$ cat config.mk
export PLATFORM = sky130hd
export DESIGN_NAME = dmem_axil_bridge
export DESIGN_NICKNAME = d
export VERILOG_FILES = /design/src/rtl/dmem_axil_bridge_pkg.sv /design/src/rtl/dmem_axil_bridge.sv
export SDC_FILE = /design/constraint.sdc
export NUM_CORES = 1
export LEC_CHECK = 0
export CORE_UTILIZATION = 45
export CTS_CLUSTER_DIAMETER = 50
export DETAILED_ROUTE_END_ITERATION = 7
export PLACE_DENSITY = 0.93
export SLEW_MARGIN = 20
export SYNTH_ARGS = -nofsm -noshare
export SYNTH_HDL_FRONTEND = slang
export SYNTH_SLANG_ARGS = --single-unit
export TNS_END_PERCENT = 10
$ cat constraint.sdc
create_clock -name aclk -period 11.7 [get_ports aclk]
set_clock_uncertainty 0.05 [all_clocks]
set_input_delay 2.34 -clock aclk [delete_from_list [all_inputs] [get_ports aclk]]
set_output_delay 2.34 -clock aclk [all_outputs]
set_load 0.02 [all_outputs]
$ cat src/rtl/dmem_axil_bridge_pkg.sv
// Shared types and constants for the MEM-stage to AXI4-Lite bridge.
package dmem_axil_bridge_pkg;

    localparam int unsigned STALL_CNT_WIDTH = 32;
    localparam int unsigned RESP_WIDTH      = 2;

    localparam logic [RESP_WIDTH-1:0] AXI_RESP_OKAY   = 2'b00;
    localparam logic [RESP_WIDTH-1:0] AXI_RESP_EXOKAY = 2'b01;
    localparam logic [RESP_WIDTH-1:0] AXI_RESP_SLVERR = 2'b10;
    localparam logic [RESP_WIDTH-1:0] AXI_RESP_DECERR = 2'b11;

    typedef enum logic [2:0] {
        ST_IDLE  = 3'd0,
        ST_RD_A  = 3'd1,
        ST_RD_D  = 3'd2,
        ST_WR_AW = 3'd3,
        ST_WR_B  = 3'd4,
        ST_DONE  = 3'd5
    } state_e;

    // Anything other than OKAY (EXOKAY included) is reported to the core as a bus error.
    function automatic logic resp_is_err(input logic [RESP_WIDTH-1:0] resp);
        return (resp == AXI_RESP_EXOKAY) || (resp == AXI_RESP_SLVERR) ||
               (resp == AXI_RESP_DECERR) || (resp != AXI_RESP_OKAY);
    endfunction

endpackage

$ cat src/rtl/dmem_axil_bridge.sv
// MEM-stage data access to AXI4-Lite master bridge; stalls the pipeline per access.
module dmem_axil_bridge
    import dmem_axil_bridge_pkg::*;
#(
    parameter int unsigned ADDR_WIDTH = 32,
    parameter int unsigned DATA_WIDTH = 32,
    parameter bit          ALIGN_ADDR = 1'b1
) (
    input  logic                          aclk,
    input  logic                          areset,
    // MEM-stage side
    input  logic                          mem_r,
    input  logic                          mem_w,
    input  logic [(DATA_WIDTH/8)-1:0]     mem_w_strb,
    input  logic [ADDR_WIDTH-1:0]         mem_addr,
    input  logic [DATA_WIDTH-1:0]         mem_w_data,
    output logic [DATA_WIDTH-1:0]         mem_r_data,
    output logic                          mem_stall,
    output logic                          bus_err,
    output logic [STALL_CNT_WIDTH-1:0]    stall_cnt,
    // AW channel
    output logic [ADDR_WIDTH-1:0]         m_awaddr,
    output logic                          m_awvalid,
    input  logic                          m_awready,
    // W channel
    output logic [DATA_WIDTH-1:0]         m_wdata,
    output logic [(DATA_WIDTH/8)-1:0]     m_wstrb,
    output logic                          m_wvalid,
    input  logic                          m_wready,
    // B channel
    input  logic [RESP_WIDTH-1:0]         m_bresp,
    input  logic                          m_bvalid,
    output logic                          m_bready,
    // AR channel
    output logic [ADDR_WIDTH-1:0]         m_araddr,
    output logic                          m_arvalid,
    input  logic                          m_arready,
    // R channel
    input  logic [DATA_WIDTH-1:0]         m_rdata,
    input  logic [RESP_WIDTH-1:0]         m_rresp,
    input  logic                          m_rvalid,
    output logic                          m_rready
);

    localparam int unsigned STRB_WIDTH = DATA_WIDTH / 8;

    // Only a 32-bit data path is supported.
    generate
        if (DATA_WIDTH != 32) begin : g_bad_data_width
            $error("dmem_axil_bridge: DATA_WIDTH must be 32");
        end
    endgenerate

    state_e                       r_state,   w_state_nxt;
    logic [ADDR_WIDTH-1:0]        r_awaddr,  w_awaddr_nxt;
    logic                         r_awvalid, w_awvalid_nxt;
    logic [DATA_WIDTH-1:0]        r_wdata,   w_wdata_nxt;
    logic [STRB_WIDTH-1:0]        r_wstrb,   w_wstrb_nxt;
    logic                         r_wvalid,  w_wvalid_nxt;
    logic                         r_bready,  w_bready_nxt;
    logic [ADDR_WIDTH-1:0]        r_araddr,  w_araddr_nxt;
    logic                         r_arvalid, w_arvalid_nxt;
    logic                         r_rready,  w_rready_nxt;
    logic [DATA_WIDTH-1:0]        r_rdata,   w_rdata_nxt;
    logic                         r_bus_err, w_bus_err_nxt;
    logic                         r_aw_done, w_aw_done_nxt;
    logic                         r_w_done,  w_w_done_nxt;
    logic [STALL_CNT_WIDTH-1:0]   r_stall_cnt;

    logic [ADDR_WIDTH-1:0]        w_req_addr;
    logic                         w_aw_hs;
    logic                         w_w_hs;
    logic                         w_stall;

    // Word-aligned or raw request address, selected at elaboration.
    assign w_req_addr = ALIGN_ADDR ? {mem_addr[ADDR_WIDTH-1:2], 2'b00} : mem_addr;
    assign w_aw_hs    = r_awvalid & m_awready;
    assign w_w_hs     = r_wvalid  & m_wready;

    // Request cycle and every bus-wait state stall; DONE releases the pipeline once.
    assign w_stall = ((r_state == ST_IDLE) && (mem_r || mem_w)) ||
                     ((r_state != ST_IDLE) && (r_state != ST_DONE));

    // Next-state and next register values for the access sequencer.
    always_comb begin
        w_state_nxt   = r_state;
        w_awaddr_nxt  = r_awaddr;
        w_awvalid_nxt = r_awvalid;
        w_wdata_nxt   = r_wdata;
        w_wstrb_nxt   = r_wstrb;
        w_wvalid_nxt  = r_wvalid;
        w_bready_nxt  = r_bready;
        w_araddr_nxt  = r_araddr;
        w_arvalid_nxt = r_arvalid;
        w_rready_nxt  = r_rready;
        w_rdata_nxt   = r_rdata;
        w_bus_err_nxt = 1'b0;
        w_aw_done_nxt = r_aw_done;
        w_w_done_nxt  = r_w_done;

        case (r_state)
            ST_IDLE: begin
                if (mem_w) begin
                    w_state_nxt   = ST_WR_AW;
                    w_awaddr_nxt  = w_req_addr;
                    w_wdata_nxt   = mem_w_data;
                    w_wstrb_nxt   = mem_w_strb;
                    w_awvalid_nxt = 1'b1;
                    w_wvalid_nxt  = 1'b1;
                    w_aw_done_nxt = 1'b0;
                    w_w_done_nxt  = 1'b0;
                end else if (mem_r) begin
                    w_state_nxt   = ST_RD_A;
                    w_araddr_nxt  = w_req_addr;
                    w_arvalid_nxt = 1'b1;
                end
            end
            ST_RD_A: begin
                if (m_arready) begin
                    w_arvalid_nxt = 1'b0;
                    w_rready_nxt  = 1'b1;
                    w_state_nxt   = ST_RD_D;
                end
            end
            ST_RD_D: begin
                if (m_rvalid) begin
                    w_rdata_nxt   = m_rdata;
                    w_rready_nxt  = 1'b0;
                    w_bus_err_nxt = resp_is_err(m_rresp);
                    w_state_nxt   = ST_DONE;
                end
            end
            ST_WR_AW: begin
                if (w_aw_hs) begin
                    w_awvalid_nxt = 1'b0;
                    w_aw_done_nxt = 1'b1;
                end
                if (w_w_hs) begin
                    w_wvalid_nxt = 1'b0;
                    w_w_done_nxt = 1'b1;
                end
                if ((r_aw_done || w_aw_hs) && (r_w_done || w_w_hs)) begin
                    w_bready_nxt = 1'b1;
                    w_state_nxt  = ST_WR_B;
                end
            end
            ST_WR_B: begin
                if (m_bvalid) begin
                    w_bready_nxt  = 1'b0;
                    w_bus_err_nxt = resp_is_err(m_bresp);
                    w_state_nxt   = ST_DONE;
                end
            end
            ST_DONE: begin
                w_state_nxt = ST_IDLE;
            end
            default: begin
                w_state_nxt = ST_IDLE;
            end
        endcase
    end

    // State and registered bus/pipeline outputs.
    always_ff @(posedge aclk or posedge areset) begin
        if (areset) begin
            r_state   <= ST_IDLE;
            r_awaddr  <= '0;
            r_awvalid <= 1'b0;
            r_wdata   <= '0;
            r_wstrb   <= '0;
            r_wvalid  <= 1'b0;
            r_bready  <= 1'b0;
            r_araddr  <= '0;
            r_arvalid <= 1'b0;
            r_rready  <= 1'b0;
            r_rdata   <= '0;
            r_bus_err <= 1'b0;
            r_aw_done <= 1'b0;
            r_w_done  <= 1'b0;
        end else begin
            r_state   <= w_state_nxt;
            r_awaddr  <= w_awaddr_nxt;
            r_awvalid <= w_awvalid_nxt;
            r_wdata   <= w_wdata_nxt;
            r_wstrb   <= w_wstrb_nxt;
            r_wvalid  <= w_wvalid_nxt;
            r_bready  <= w_bready_nxt;
            r_araddr  <= w_araddr_nxt;
            r_arvalid <= w_arvalid_nxt;
            r_rready  <= w_rready_nxt;
            r_rdata   <= w_rdata_nxt;
            r_bus_err <= w_bus_err_nxt;
            r_aw_done <= w_aw_done_nxt;
            r_w_done  <= w_w_done_nxt;
        end
    end

    // Free-running count of stalled cycles, wrapping.
    always_ff @(posedge aclk or posedge areset) begin
        if (areset) begin
            r_stall_cnt <= '0;
        end else if (w_stall) begin
            r_stall_cnt <= r_stall_cnt + STALL_CNT_WIDTH'(1);
        end
    end

    assign mem_stall  = w_stall;
    assign mem_r_data = r_rdata;
    assign bus_err    = r_bus_err;
    assign stall_cnt  = r_stall_cnt;
    assign m_awaddr   = r_awaddr;
    assign m_awvalid  = r_awvalid;
    assign m_wdata    = r_wdata;
    assign m_wstrb    = r_wstrb;
    assign m_wvalid   = r_wvalid;
    assign m_bready   = r_bready;
    assign m_araddr   = r_araddr;
    assign m_arvalid  = r_arvalid;
    assign m_rready   = r_rready;

endmodule
==> impl_metrics.toml, run 1 <==
[floorplan]
io_pins = 284
start_util_pct = 46.4
fp.dieW_microns = 125
std_cell_rows = 44
coreArea_sq_um = 14600
dieArea_sq_um = 15600
die_y_microns = 125

[worst_setup_path]
crit_arrival_ns = 4.19
worst-path-buf-inv = 2
setup.worst_path.class = "in2out"
crit_path_max_fanout = 5
path_cells = "clkdlybuf4s50_1 -> nor4_1 -> a21oi_1 -> or2_2 -> clkdlybuf4s50_1"
reg2reg_to = "m_wdata[25]$_DFFE_PP0P_"
reg2reg_slack_ns = 8.96
r2r_cells = 4
end_kind = "output pin"
crit_family = "buffers and inverters"
cp_data_required_time_ns = 9.31
startpoint_type = "input pin"
r2r-start = "r_state[0]$_DFFE_PP0P_"
critPathSlowestCell = "clkdlybuf4s50_1"
cp_common_cell = "clkdlybuf4s50_1"
slowest_delay_ns = 0.58

[synth]
seq_area_frac_synth_pct = 63.0
ys_seq_elements = 171
yosysWarningCount = 0
syn_area_per_cell_sq_um = 14.9
syn_area_sq_um = 6790
synthCells = 457
synth_cell_types = 37

[place]
gp_congestion = 0.827
portBuffers = 277
dpl.hpwl_microns = 11900
dp.cells = 901

[detailed_routing]
antenna_left = 0
route.detailed.drc = 36
totalWireLength_microns = 16600
firstDrtPassIters = 7
wire_per_inst_microns = 17.8
dr_total_vias = 4732
drt_iter0_drc = 224
via_per_inst = 5.08

[timing]
max_freq_mhz = 152
finalSetupViolations = 0
hold_violations = 0
fin_crit_ns = 6.58
rsz0062_at_grt = "no"
slew_viol_final = 0
max_slew_margin_pct = 45.2
worst_pin_slew_ns = 0.822
post-route-period-util_pct = 56.2
hold-worst-slack_ns = 0.441
setup_tns_ns = 0

[clock_tree]
post-cts-setup-buffer-count = 0
ctsResizeCount = 0
cts.clk_slew.worst_paths_ns = 0.06
holdBufCountCts = 0
cts_buffers = 17
tritoncts = "done"
clk-insertion-delay-late_ns = 0.41
root_buffer = "clkbuf_16"
cts.sinks = 171
cts_buffer_depth = 2
htree_levels = 4

[power]
sw_frac_of_total_pct = 34.7
p_seq_share_pct = 35.3
p_switching_mw = 1.01
peakVddDrop_v = 0.000165
clkPwrFrac_pct = 19.0
power.internal_mw = 1.90
leakagePower_nw = 4.30
combPwrFrac_pct = 45.8
p_per_area_nw_per_um2 = 283

[outcome]
violations = "design-rule violations"
run_status = "finished, violations left"

[cells_and_area]
regArea_sq_um = 4280
multi_input_area_sq_um = 2360
drive_above_1_share_pct = 23.0
nFillCells = 954
fin_cells = 931
antennaDiodeCount = 0
synthToLayoutAreaGrowth_pct = 51.4
nets = 851

[grt]
grt_overflow_total = 0
antenna_found_initial = 0
gr-usage-all-layers_pct = 22.3
grt_pass1_vias = 5196
grt_max_degree = 93
grt_pass1_wl_microns = 27100

[worst_hold_path]
holdPathStages = 1
hp-start = "stall_cnt[21]$_DFFE_PP0P_"
hold_end = "stall_cnt[21]$_DFFE_PP0P_"
hold_class = "reg2reg"

[run]
maxCapViolCount = 0
state kept, by name, indices dropped and copies added (netlist names), 3 cells and up:
| signal | flops |
|---|---|
| stall_cnt | 32 |
| mem_r_data | 32 |
| m_araddr | 30 |
| m_wdata | 32 |
| m_awaddr | 30 |
| r_state | 3 |
| m_wstrb | 4 |
kinds of logic after synthesis:
kind of cell / after synthesis / share of synthesized area (%)
flip-flops: 171 / 63.0
multiplexers: 129 / 21.4
AND/OR/NAND/NOR: 75 / 6.94
XOR/XNOR: 31 / 4.00
buffers and inverters: 26 / 2.39
AO/OA/AOI/OAI: 23 / 2.01
adder cells (fa/ha/maj): 1 / 0.184
other: 1 / 0.0552
per-layer routing:
layer,vias to the layer above,global-route usage (%),routed length [microns]
li1,2153,-,-
met1,2370,24.9,6260
met2,184,39.2,8700
met3,25,6.87,1280
met4,0,9.54,340
met5,-,0,0
cells in the mapped netlist (all sizes together):
| cell | number | area (sq um) |
|---|---|---|
| a21o | 3 | 22.5 |
| a21oi | 5 | 25.0 |
| a31oi | 5 | 31.3 |
| and2 | 1 | 6.26 |
| and3 | 8 | 50.1 |
| and4 | 4 | 35.0 |
| buf | 23 | 150 |
| clkbuf | 1 | 5.00 |
| conb | 1 | 3.75 |
| dfrtp | 171 | 4280 |
| ha | 1 | 12.5 |
| inv | 2 | 7.51 |
| mux2 | 129 | 1460 |
| nand2 | 17 | 63.8 |
| nand2b | 2 | 12.5 |
| nand3 | 16 | 80.1 |
| nand3b | 1 | 20.0 |
| nand4 | 7 | 65.1 |
| nor2 | 10 | 40.0 |
| nor2b | 1 | 6.26 |
| nor3 | 3 | 42.5 |
| nor3b | 1 | 18.8 |
| nor4 | 3 | 25.0 |
| o211ai | 2 | 15.0 |
| o21ai | 7 | 35.0 |
| o31ai | 1 | 7.51 |
| or2 | 1 | 6.26 |
| xnor2 | 26 | 228 |
| xor2 | 5 | 43.8 |
final cells by class:
cell class                      count  area share (%)
Clock buffer                       21            4.38
Clock inverter                      8            1.18
Inverter                            2           0.122
Multi-Input combinational cell    263            23.0
Sequential cell                   171            41.6
Tap cell                          184            2.24
Timing Repair Buffer              282            27.5
per-stage QoR:
step | power [mW] | setup slack [ns] | cell area (sq um) | util [%]
final | 2.91 | 5.12 | 10300 | 70.3
after floorplan | 1.72 | 4.68 | 6810 | -
after global routing | 3.05 | 5.04 | 10300 | 70.3
after CTS | 2.94 | 5.12 | 10300 | 70.1
after global placement | 2.31 | 5.19 | 9690 | 66.2
after detailed placement | 2.37 | 5.20 | 9690 | 66.2
cell usage in the layout (no fill, tap or decap), drive strengths merged, types with 3 or more instances in the layout:
cell           netlist  layout
nand2               17      17
a21oi                5       5
nor4                 3       3
clkinv               0       4
nor2                10      10
clkdlybuf4s50        0     277
conb                 1       4
nand4                7       7
a31oi                5       5
clkbuf               1      21
mux2               129     129
xor2                 5       5
and3                 8       8
bufinv               0       3
and4                 4       4
a21o                 3       3
dfrtp              171     171
xnor2               26      26
nor3                 3       3
buf                 23       5
o21ai                7       7
nand3               16      16
how the worst max path moves through the flow:
| stage | slack, ns | endpoint | start | depth (start not counted) |
|---|---|---|---|---|
| after floorplan | 4.68 | bus_err$_DFF_PP0_ | areset | 1 |
| after global placement | 5.19 | mem_stall | mem_w | 5 |
| after detailed placement | 5.20 | mem_stall | mem_w | 5 |
| after CTS | 5.12 | mem_stall | mem_w | 5 |
| after global routing | 5.04 | mem_stall | mem_w | 5 |
| final | 5.12 | mem_stall | mem_w | 5 |
power groups by stage:
stage / registers, mW / clock network, mW / logic (mW)
2_1_floorplan: 1.31 / 0 / 0.415
3_3_place_gp: 1.01 / 0 / 1.31
3_5_place_dp: 1.03 / 0 / 1.34
4_1_cts: 1.03 / 0.565 / 1.35
5_1_grt: 1.06 / 0.590 / 1.40
6_report: 1.03 / 0.553 / 1.33
Note: power is estimated with default switching activity, not from simulation.
==> inputs of run 2 (changes only) <==
- CORE_UTILIZATION: 45 -> 39
- PLACE_DENSITY: 0.93 -> 0.86
- clock period: 11.7 -> 5.4 ns (I/O delays scaled with it)
==> impl_metrics.toml, run 2 (synthesis results as in run 1) <==
[outcome]
run_status = "complete, no violations"

[grt]
grt_pass1_vias = 5105
gr-usage-all-layers_pct = 18.8
grt_pass1_wl_microns = 26100
grt_max_degree = 172
grt_overflow_total = 0
antenna_found_initial = 0

[timing]
finalSetupViolations = 0
rsz0062_at_grt = "no"
worst_pin_slew_ns = 1.02
post-route-period-util_pct = 74.0
slew_viol_final = 0
hold_violations = 0
max_freq_mhz = 250
setup_ws_ns = 1.40
max_slew_margin_pct = 32.0
setup_tns_ns = 0
fin_crit_ns = 4.00

[cells_and_area]
final_cell_mix = "277 x clkdlybuf4s50_1, 171 x dfrtp_1, 128 x mux2_2"
finish.utilization_pct = 61.4
synthToLayoutAreaGrowth_pct = 51.9
nets = 849
drive_above_1_share_pct = 23.4
final_common_cell = "clkdlybuf4s50_1"
antennaDiodeCount = 0

[clock_tree]
cts.sinks = 171
holdBufCountCts = 0
ctsResizeCount = 0
post-cts-setup-buffer-count = 0
tritoncts = "done"
clk-insertion-delay-late_ns = 0.41
cts_buffers = 17
htree_levels = 4
cts_buffer_depth = 2
cts.clk_slew.worst_paths_ns = 0.06
root_buffer = "clkbuf_16"

[place]
gp_congestion = 0.768
pre_cts_ws_ns = 1.43
portBuffers = 277
dpl.hpwl_microns = 11400

[floorplan]
fp.dieW_microns = 134
coreArea_sq_um = 16800
die_y_microns = 134
start_util_pct = 40.4
std_cell_rows = 47
dieArea_sq_um = 18000
io_pins = 284

[detailed_routing]
route.detailed.drc = 0
totalWireLength_microns = 16200
antenna_left = 0
drt_iter0_drc = 140
firstDrtPassIters = 4
dr_total_vias = 4692
via_per_inst = 4.85
wire_per_inst_microns = 16.7

[worst_setup_path]
cp_data_required_time_ns = 4.27
slowest_delay_ns = 0.57
crit_arrival_ns = 2.87
cp_common_cell = "clkdlybuf4s50_1"
setup.worst_path.class = "in2out"
critPathSlowestCell = "clkdlybuf4s50_1"
path_cells = "clkdlybuf4s50_1 -> nor4_1 -> a21oi_1 -> or2_2 -> clkdlybuf4s50_1"
end_kind = "output pin"
startpoint_type = "input pin"
crit_path_max_fanout = 5

[power]
p_per_area_nw_per_um2 = 607
leakagePower_nw = 4.28
peakVddDrop_v = 0.000363

[run]
maxCapViolCount = 0

[worst_hold_path]
hold_class = "reg2reg"
## run 2: final timing paths
kind / start / end / slack (ns) / cells after the start
hold / removal: stall_cnt[31]$_DFFE_PP0P_ / stall_cnt[31]$_DFFE_PP0P_ / 0.43 / 1
hold reg to reg: stall_cnt[31]$_DFFE_PP0P_ / stall_cnt[31]$_DFFE_PP0P_ / 0.43 / 1
min in group asynchronous: areset / m_wdata[10]$_DFFE_PP0P_ / 1.17 / 3
max in group asynchronous: areset / m_wdata[30]$_DFFE_PP0P_ / 3.35 / 3
setup reg to reg: r_state[0]$_DFFE_PP0P_ / m_awaddr[29]$_DFFE_PP0P_ / 2.92 / 4
setup / recovery: mem_w / mem_stall / 1.40 / 5
## run 2: routing by layer
layer  share of wire (%)  GRT usage, %
met5                   0             0
met4                 1.6          6.76
met3                 9.1          7.14
met2                  50          31.9
met1                  39          21.5
## run 2: where the power goes
| group | internal (mW) | total (mW) | switching [mW] |
|---|---|---|---|
| clock | 0.645 | 1.18 | 0.535 |
| sequential | 1.84 | 2.20 | 0.354 |
| combinational | 1.55 | 2.89 | 1.34 |
## run 2: area by class of cell
type / instances / area (sq um)
Clock buffer: 17 / 425
Inverter: 2 / 11.3
Clock inverter: 14 / 139
Fill cell: 1309 / 6500
Sequential cell: 171 / 4280
Timing Repair Buffer: 280 / 2820
Multi-Input combinational cell: 263 / 2370
Tap cell: 220 / 275
## run 2: worst max-delay path: cells and delay by family
kind                   cells  cell delay (ns)
and+or+nand+nor            2             0.66
buffers and inverters      2             1.07
AOI/OAI and AO/OA          1             0.06
## run 2: through the flow
| stage | cell area (sq um) | instances | hold WS, ns | power, mW |
|---|---|---|---|---|
| global route | 10300 | 967 | 0.469 | 6.60 |
| CTS | 10300 | 967 | 0.436 | 6.34 |
| floorplan | 6810 | 460 | 0.413 | 3.73 |
| global placement | 9760 | 936 | 0.411 | 5.05 |
| finish | 10300 | 967 | 0.432 | 6.26 |
| detailed placement | 9760 | 936 | 0.427 | 5.13 |
